==> src/rtl/hazard_sequencer.sv <==
// hazard_sequencer: pipeline scoreboard issuing stall/bubble/flush/freeze; optional operand
// forwarding selects when FORWARDING_EN is defined.
module hazard_sequencer #(
    parameter int REG_W   = 4,
    parameter int MEM_LAT = 2
) (
    input  logic             clk,
    input  logic             rst,
    input  logic             id_valid,
    input  logic [REG_W-1:0] id_src1,
    input  logic [REG_W-1:0] id_src2,
    input  logic             id_two_src,
    input  logic [REG_W-1:0] id_dest,
    input  logic             id_wb_en,
    input  logic             id_mem_r_en,
    input  logic             id_mem_w_en,
    input  logic             exe_branch_taken,
    output logic             stall_if,
    output logic             stall_id,
    output logic             bubble_id,
    output logic             flush,
    output logic             freeze_all
`ifdef FORWARDING_EN
    ,
    output logic [1:0]       fwd_sel_a,
    output logic [1:0]       fwd_sel_b
`endif
);
    localparam int CW = (MEM_LAT > 0) ? $clog2(MEM_LAT + 1) : 1;
    localparam logic [0:0] RUN = 1'b0;
    localparam logic [0:0] WAIT = 1'b1;
    localparam logic [REG_W-1:0] PC_REG = REG_W'(15);

    logic [0:0]       state_q, state_d;
    logic [CW-1:0]    cnt_q, cnt_d;
    logic             exe_v_q, exe_mem_q, mem_v_q;
    logic [REG_W-1:0] exe_dest_q, mem_dest_q;
    logic             exe_v_d, exe_mem_d, hz_exe, hz_mem, hazard;
`ifdef FORWARDING_EN
    logic             exe_ld_q, wb_v_q;
    logic [REG_W-1:0] wb_dest_q;
`endif

    function automatic logic hit(input logic v, input logic [REG_W-1:0] d, input logic [REG_W-1:0] r);
        return v && (d == r);
    endfunction

    assign hz_exe = id_valid & (hit(exe_v_q, exe_dest_q, id_src1) | (id_two_src & hit(exe_v_q, exe_dest_q, id_src2)));
    assign hz_mem = id_valid & (hit(mem_v_q, mem_dest_q, id_src1) | (id_two_src & hit(mem_v_q, mem_dest_q, id_src2)));

`ifdef FORWARDING_EN
    // Only a load still in EXE is too late to forward; everything else comes over the bypass.
    assign hazard    = hz_exe & exe_ld_q;
    assign fwd_sel_a = hit(mem_v_q, mem_dest_q, id_src1) ? 2'b01 :
                       hit(wb_v_q, wb_dest_q, id_src1) ? 2'b10 : 2'b00;
    assign fwd_sel_b = !id_two_src ? 2'b00 :
                       hit(mem_v_q, mem_dest_q, id_src2) ? 2'b01 :
                       hit(wb_v_q, wb_dest_q, id_src2) ? 2'b10 : 2'b00;
`else
    assign hazard = hz_exe | hz_mem;
`endif

    assign freeze_all = (state_q == WAIT);
    // Flush is gated by rst so every output reads 0 while reset is held.
    assign flush      = rst & exe_branch_taken & ~freeze_all;
    assign stall_if   = hazard & ~flush & ~freeze_all;
    assign stall_id   = stall_if;
    assign bubble_id  = stall_if;

    assign exe_v_d   = id_valid & id_wb_en & (id_dest != PC_REG) & ~bubble_id & ~flush;
    assign exe_mem_d = (id_mem_r_en | id_mem_w_en) & ~bubble_id & ~flush;

    assign state_d = freeze_all ? ((cnt_q == CW'(1)) ? RUN : WAIT)
                                : ((exe_mem_q && MEM_LAT != 0) ? WAIT : RUN);
    assign cnt_d   = freeze_all ? cnt_q - CW'(1) : (exe_mem_q ? CW'(MEM_LAT) : cnt_q);

    always_ff @(posedge clk or negedge rst) begin
        if (!rst) begin
            state_q    <= RUN;
            cnt_q      <= '0;
            exe_v_q    <= 1'b0;
            exe_mem_q  <= 1'b0;
            exe_dest_q <= '0;
            mem_v_q    <= 1'b0;
            mem_dest_q <= '0;
`ifdef FORWARDING_EN
            exe_ld_q   <= 1'b0;
            wb_v_q     <= 1'b0;
            wb_dest_q  <= '0;
`endif
        end else begin
            state_q <= state_d;
            cnt_q   <= cnt_d;
            if (!freeze_all) begin
                exe_v_q    <= exe_v_d;
                exe_mem_q  <= exe_mem_d;
                exe_dest_q <= id_dest;
                mem_v_q    <= exe_v_q;
                mem_dest_q <= exe_dest_q;
`ifdef FORWARDING_EN
                exe_ld_q   <= id_mem_r_en;
                wb_v_q     <= mem_v_q;
                wb_dest_q  <= mem_dest_q;
`endif
            end
        end
    end
endmodule
==> config.mk <==
export PLATFORM = sky130hd
export DESIGN_NAME = hazard_sequencer
export DESIGN_NICKNAME = d
export VERILOG_FILES = /design/src/rtl/hazard_sequencer.sv
export SDC_FILE = /design/constraint.sdc
export NUM_CORES = 1
export LEC_CHECK = 0
export BUFFER_PORTS_ARGS = -buffer_cell sky130_fd_sc_hd__clkbuf_2
export CAP_MARGIN = 10
export CELL_PAD_IN_SITES_DETAIL_PLACEMENT = 1
export CELL_PAD_IN_SITES_GLOBAL_PLACEMENT = 1
export CORE_MARGIN = 2
export CORE_UTILIZATION = 39
export CTS_BUF_LIST = sky130_fd_sc_hd__clkbuf_8
export DETAILED_ROUTE_END_ITERATION = 16
export PLACE_DENSITY_LB_ADDON = 0.1
export SYNTH_ARGS = -nofsm -noshare
export SYNTH_HDL_FRONTEND = slang
export SYNTH_SLANG_ARGS = --single-unit
==> constraint.sdc <==
create_clock -name clk -period 1.8 [get_ports clk]
set_input_delay 0.09 -clock clk [delete_from_list [all_inputs] [get_ports clk]]
set_output_delay 0.09 -clock clk [all_outputs]
set_load 0.05 [all_outputs]
==> results summary <==
The count of buffers added on input and output ports is 24. The detailed-route wire length came out at between 1.5 and 2 mm. The summed area of non-filler cells in the final layout came out at ~1100 um^2. The clock-pin slew of the registers on the worst-case setup and hold paths came out at around 50 ps. The count of nets after finishing came out at 130. The number of vias after detailed routing is 675. The number of clock sinks is 14.

The deepest level of the CTS H-tree came out at 1. The final setup skew came out at 1.52 ps. The pin count of the biggest net entering global routing came out at 19. The worst slew slack as a fraction of its limit is 80.6%.

The worst hold path belongs to the class input port to flip-flop. The flow ran to the end, but the final reports show violations. The total congestion overflow after global routing is 0. The initial core utilization came out at 41.0%. The area growth from synthesis to layout came out at 38.9%.

Setup repair after global routing could not meet its margin everywhere. No sink is reached through more buffers than the 2 on the longest clock path. The number of instances in the synthesized netlist came out at 79. The number of antenna repair diodes is 0.

The initial antenna violation count came out at 0. The TritonCTS clock tree is built. The worst setup slack after placement came out at 90.4 ps.

The cell area after technology mapping came out at 797 um^2. The leakage power of the design came out at roughly 0.53 nW. After floorplanning, the core was sized to cover 1940 um^2. At the pin with the least slew margin, the transition time is 291 ps. Derived from the worst setup path, the maximum achievable clock frequency is ~0.54 GHz. In this run the mean area of a mapped cell was between 10 and 15 um^2. The layout cell share with drive strength beyond 1 is between 40% and 50%.

The number of design rule violations left after detail routing came out at 0. The proportion of synthesized chip area in sequential cells came out at between 40% and 50%. The final worst-path setup slack is -56.7 ps. The minimum period implied by the final worst setup slack came out at 1860 ps. Clock tree synthesis inserted a total of 3 buffers. The tightest hold path in the finished design has a slack of 99.0 ps.

The post-route non-filler standard cell count is 135. Setup violations remaining at the end of the flow were counted as 3. The count of unique library cells instantiated by Yosys is 26. The clock latency on the worst-skew pair is 250 ps. The top-level I/O count came out at 25.

For this design the ratio of total power to cell area is about 1500 nW/um^2. The total nets after synthesis is 100. In this run the horizontal extent of the chip is 49.2 um.

The kind of critical path is flip-flop to primary output. The via density per instance came out at 5.00. The top fanout value on the critical path is 3. The number of enable-type register cells in the synthesized netlist is 0.

Before antenna repair, the detailed router went through 4 iterations. The peak ir drop on the vdd network came out at 979 uV. The dominant synthesized flop cell is dfrtp_1. The root buffer cell chosen for the clock tree is clkbuf_8.

The hold violation total from the final report came to 0. The die extent in y is 49.2 um. The fraction of synthesis flops using an asynchronous set or reset pin is 100%. The total power draw is roughly 0.0017 W. The die area is 2420 um^2. The checks that failed: setup timing.

In this run, the number of DRC markers left after iteration 0 of detailed routing was 8. Yosys printed 0 warnings. The number of storage elements in the synthesis netlist came out at 14. The total placed instance area is 942 um^2. Including well taps, the total number of placed cells is 128. The worst path uses 103% of the clock period.

The worst setup path is launched from a flip-flop. The remaining antenna violation count came out at 0. The number of global-route vias before repair came out at 731. Across the run, the number of max-cap violations was 0. The global-route usage over all layers is 19.1%.

The floorplan row count came out at 16. The wire length of the first global-routing pass came out at between 3 and 4 mm. The max-slew violation count was 0. The data required time of the critical path came out at 1710 ps.

The worst path arrival time came out at 1770 ps. The detailed-placement wirelength estimate is 1.38 mm. The weighted congestion at the end of routability-driven global placement came out at between 0.7 and 0.8.

The worst setup path is captured at a primary output. After detailed routing, the average wire length per cell comes to 14.3 um.
[cell type report]
| type | count | area (um^2) |
|---|---|---|
| multi-input cells | 55 | 425 |
| fillers | 238 | 835 |
| repair buffers | 29 | 220 |
| flip-flops and latches | 14 | 350 |
| inverters | 6 | 22.5 |
| clock buffers | 4 | 55.1 |
| well taps | 27 | 33.8 |
[worst paths after layout]
path,startpoint,cells past startpoint,slack [ps],endpoint
min in group asynchronous,rst,3,340,cnt_q[0]$_DFFE_PN0P_
min,id_dest[1],2,100,exe_dest_q[1]$_DFFE_PN0N_
max in group asynchronous,rst,3,1290,mem_dest_q[0]$_DFFE_PN0N_
max,mem_dest_q[3]$_DFFE_PN0N_,6,-60,stall_if
max reg2reg,mem_dest_q[1]$_DFFE_PN0N_,6,350,exe_v_q$_DFFE_PN0N_
min reg2reg,cnt_q[0]$_DFFE_PN0P_,1,500,cnt_q[0]$_DFFE_PN0P_
[critical path: stages, from the launching register on]
cell,delay (ps)
dfrtp_1,410
inv_2,70
o22ai_1,70
o21bai_4,180
o311ai_4,330
and3_4,290
clkbuf_16,170
[cells in the final DEF, fill, tap and decap left out]
cell	count
dfrtp_1	14
clkbuf_8	4
ha_1	1
nor2_1	3
o22ai_1	2
nand4_1	2
o21ai_0	3
xnor2_1	2
mux2i_1	2
nand2_1	9
nor4_1	1
o311ai_4	1
o211ai_1	1
buf_4	4
dlygate4sd3_1	1
inv_2	1
o21bai_4	1
a22oi_1	1
o21ai_1	1
clkbuf_2	21
nor3_1	2
inv_1	5
a21oi_1	3
xor2_1	8
and3_4	1
a222oi_1	1
mux2_2	8
clkbuf_16	3
a31oi_1	1
nor2b_1	1
[per-stage QoR]
step                      setup TNS [ps]  utilization (%)
after global placement                 0             48.5
after floorplan                        0                -
after CTS                           -181             57.0
final                               -163             57.0
after global routing                -484             57.0
after detailed placement               0             48.5
[state kept, by name (all words and copies together), names as in the netlist]
| name | cells |
|---|---|
| exe_dest_q | 4 |
| mem_dest_q | 4 |
| cnt_q | 2 |
| exe_mem_q | 1 |
| exe_v_q | 1 |
| freeze_all | 1 |
| mem_v_q | 1 |
[Yosys cell counts (all sizes together), types with 2 or more instances]
cell type,instances,area [um^2]
a21oi,3,15.0
nor2,3,11.3
o21ai,4,20.0
o22ai,2,12.5
nor3,2,10.0
buf,4,25.0
dfrtp,14,350
xnor2,2,17.5
nand2,9,33.8
xor2,8,70.1
nand4,2,12.5
mux2,8,90.1
mux2i,2,20.0
inv,6,22.5
[layer usage]
layer  GRT usage [%]  part of all wire [%]  vias to the layer above  wire length [um]
met5               0                     0                        -                 0
met4            12.9                   2.9                        0                57
met3            4.29                   4.3                        5                83
met2            32.7                    51                       17               994
met1            20.8                    41                      317               799
li1                -                     -                      336                 -
[kinds of logic after synthesis]
logic type / synth area share, %
AO/OA/AOI/OAI: 12.9
XOR/XNOR: 11.0
adder cells (fa/ha/maj): 1.57
buffers and inverters: 5.96
flip-flops: 44.0
multiplexers: 13.8
AND/OR/NAND/NOR: 10.8
[power breakdown]
| part | total (W) | switching, W | internal [W] |
|---|---|---|---|
| sequential | 0.000648 | 0.000170 | 0.000478 |
| clock | 0.000301 | 0.000108 | 0.000194 |
| combinational | 0.000711 | 0.000352 | 0.000359 |
| total | 0.00166 | 0.000630 | 0.00103 |
[what timing repair did]
action | in CTS | in global routing
hold endpoints to repair | 14 | 0
endpoints found under the setup margin | 3 | 3
pin swaps | 4 | 3
gates resized for setup | 14 | 0
buffers inserted | 2 | 0
hold buffers | 1 | 0
(Power assumes the default switching activity.)
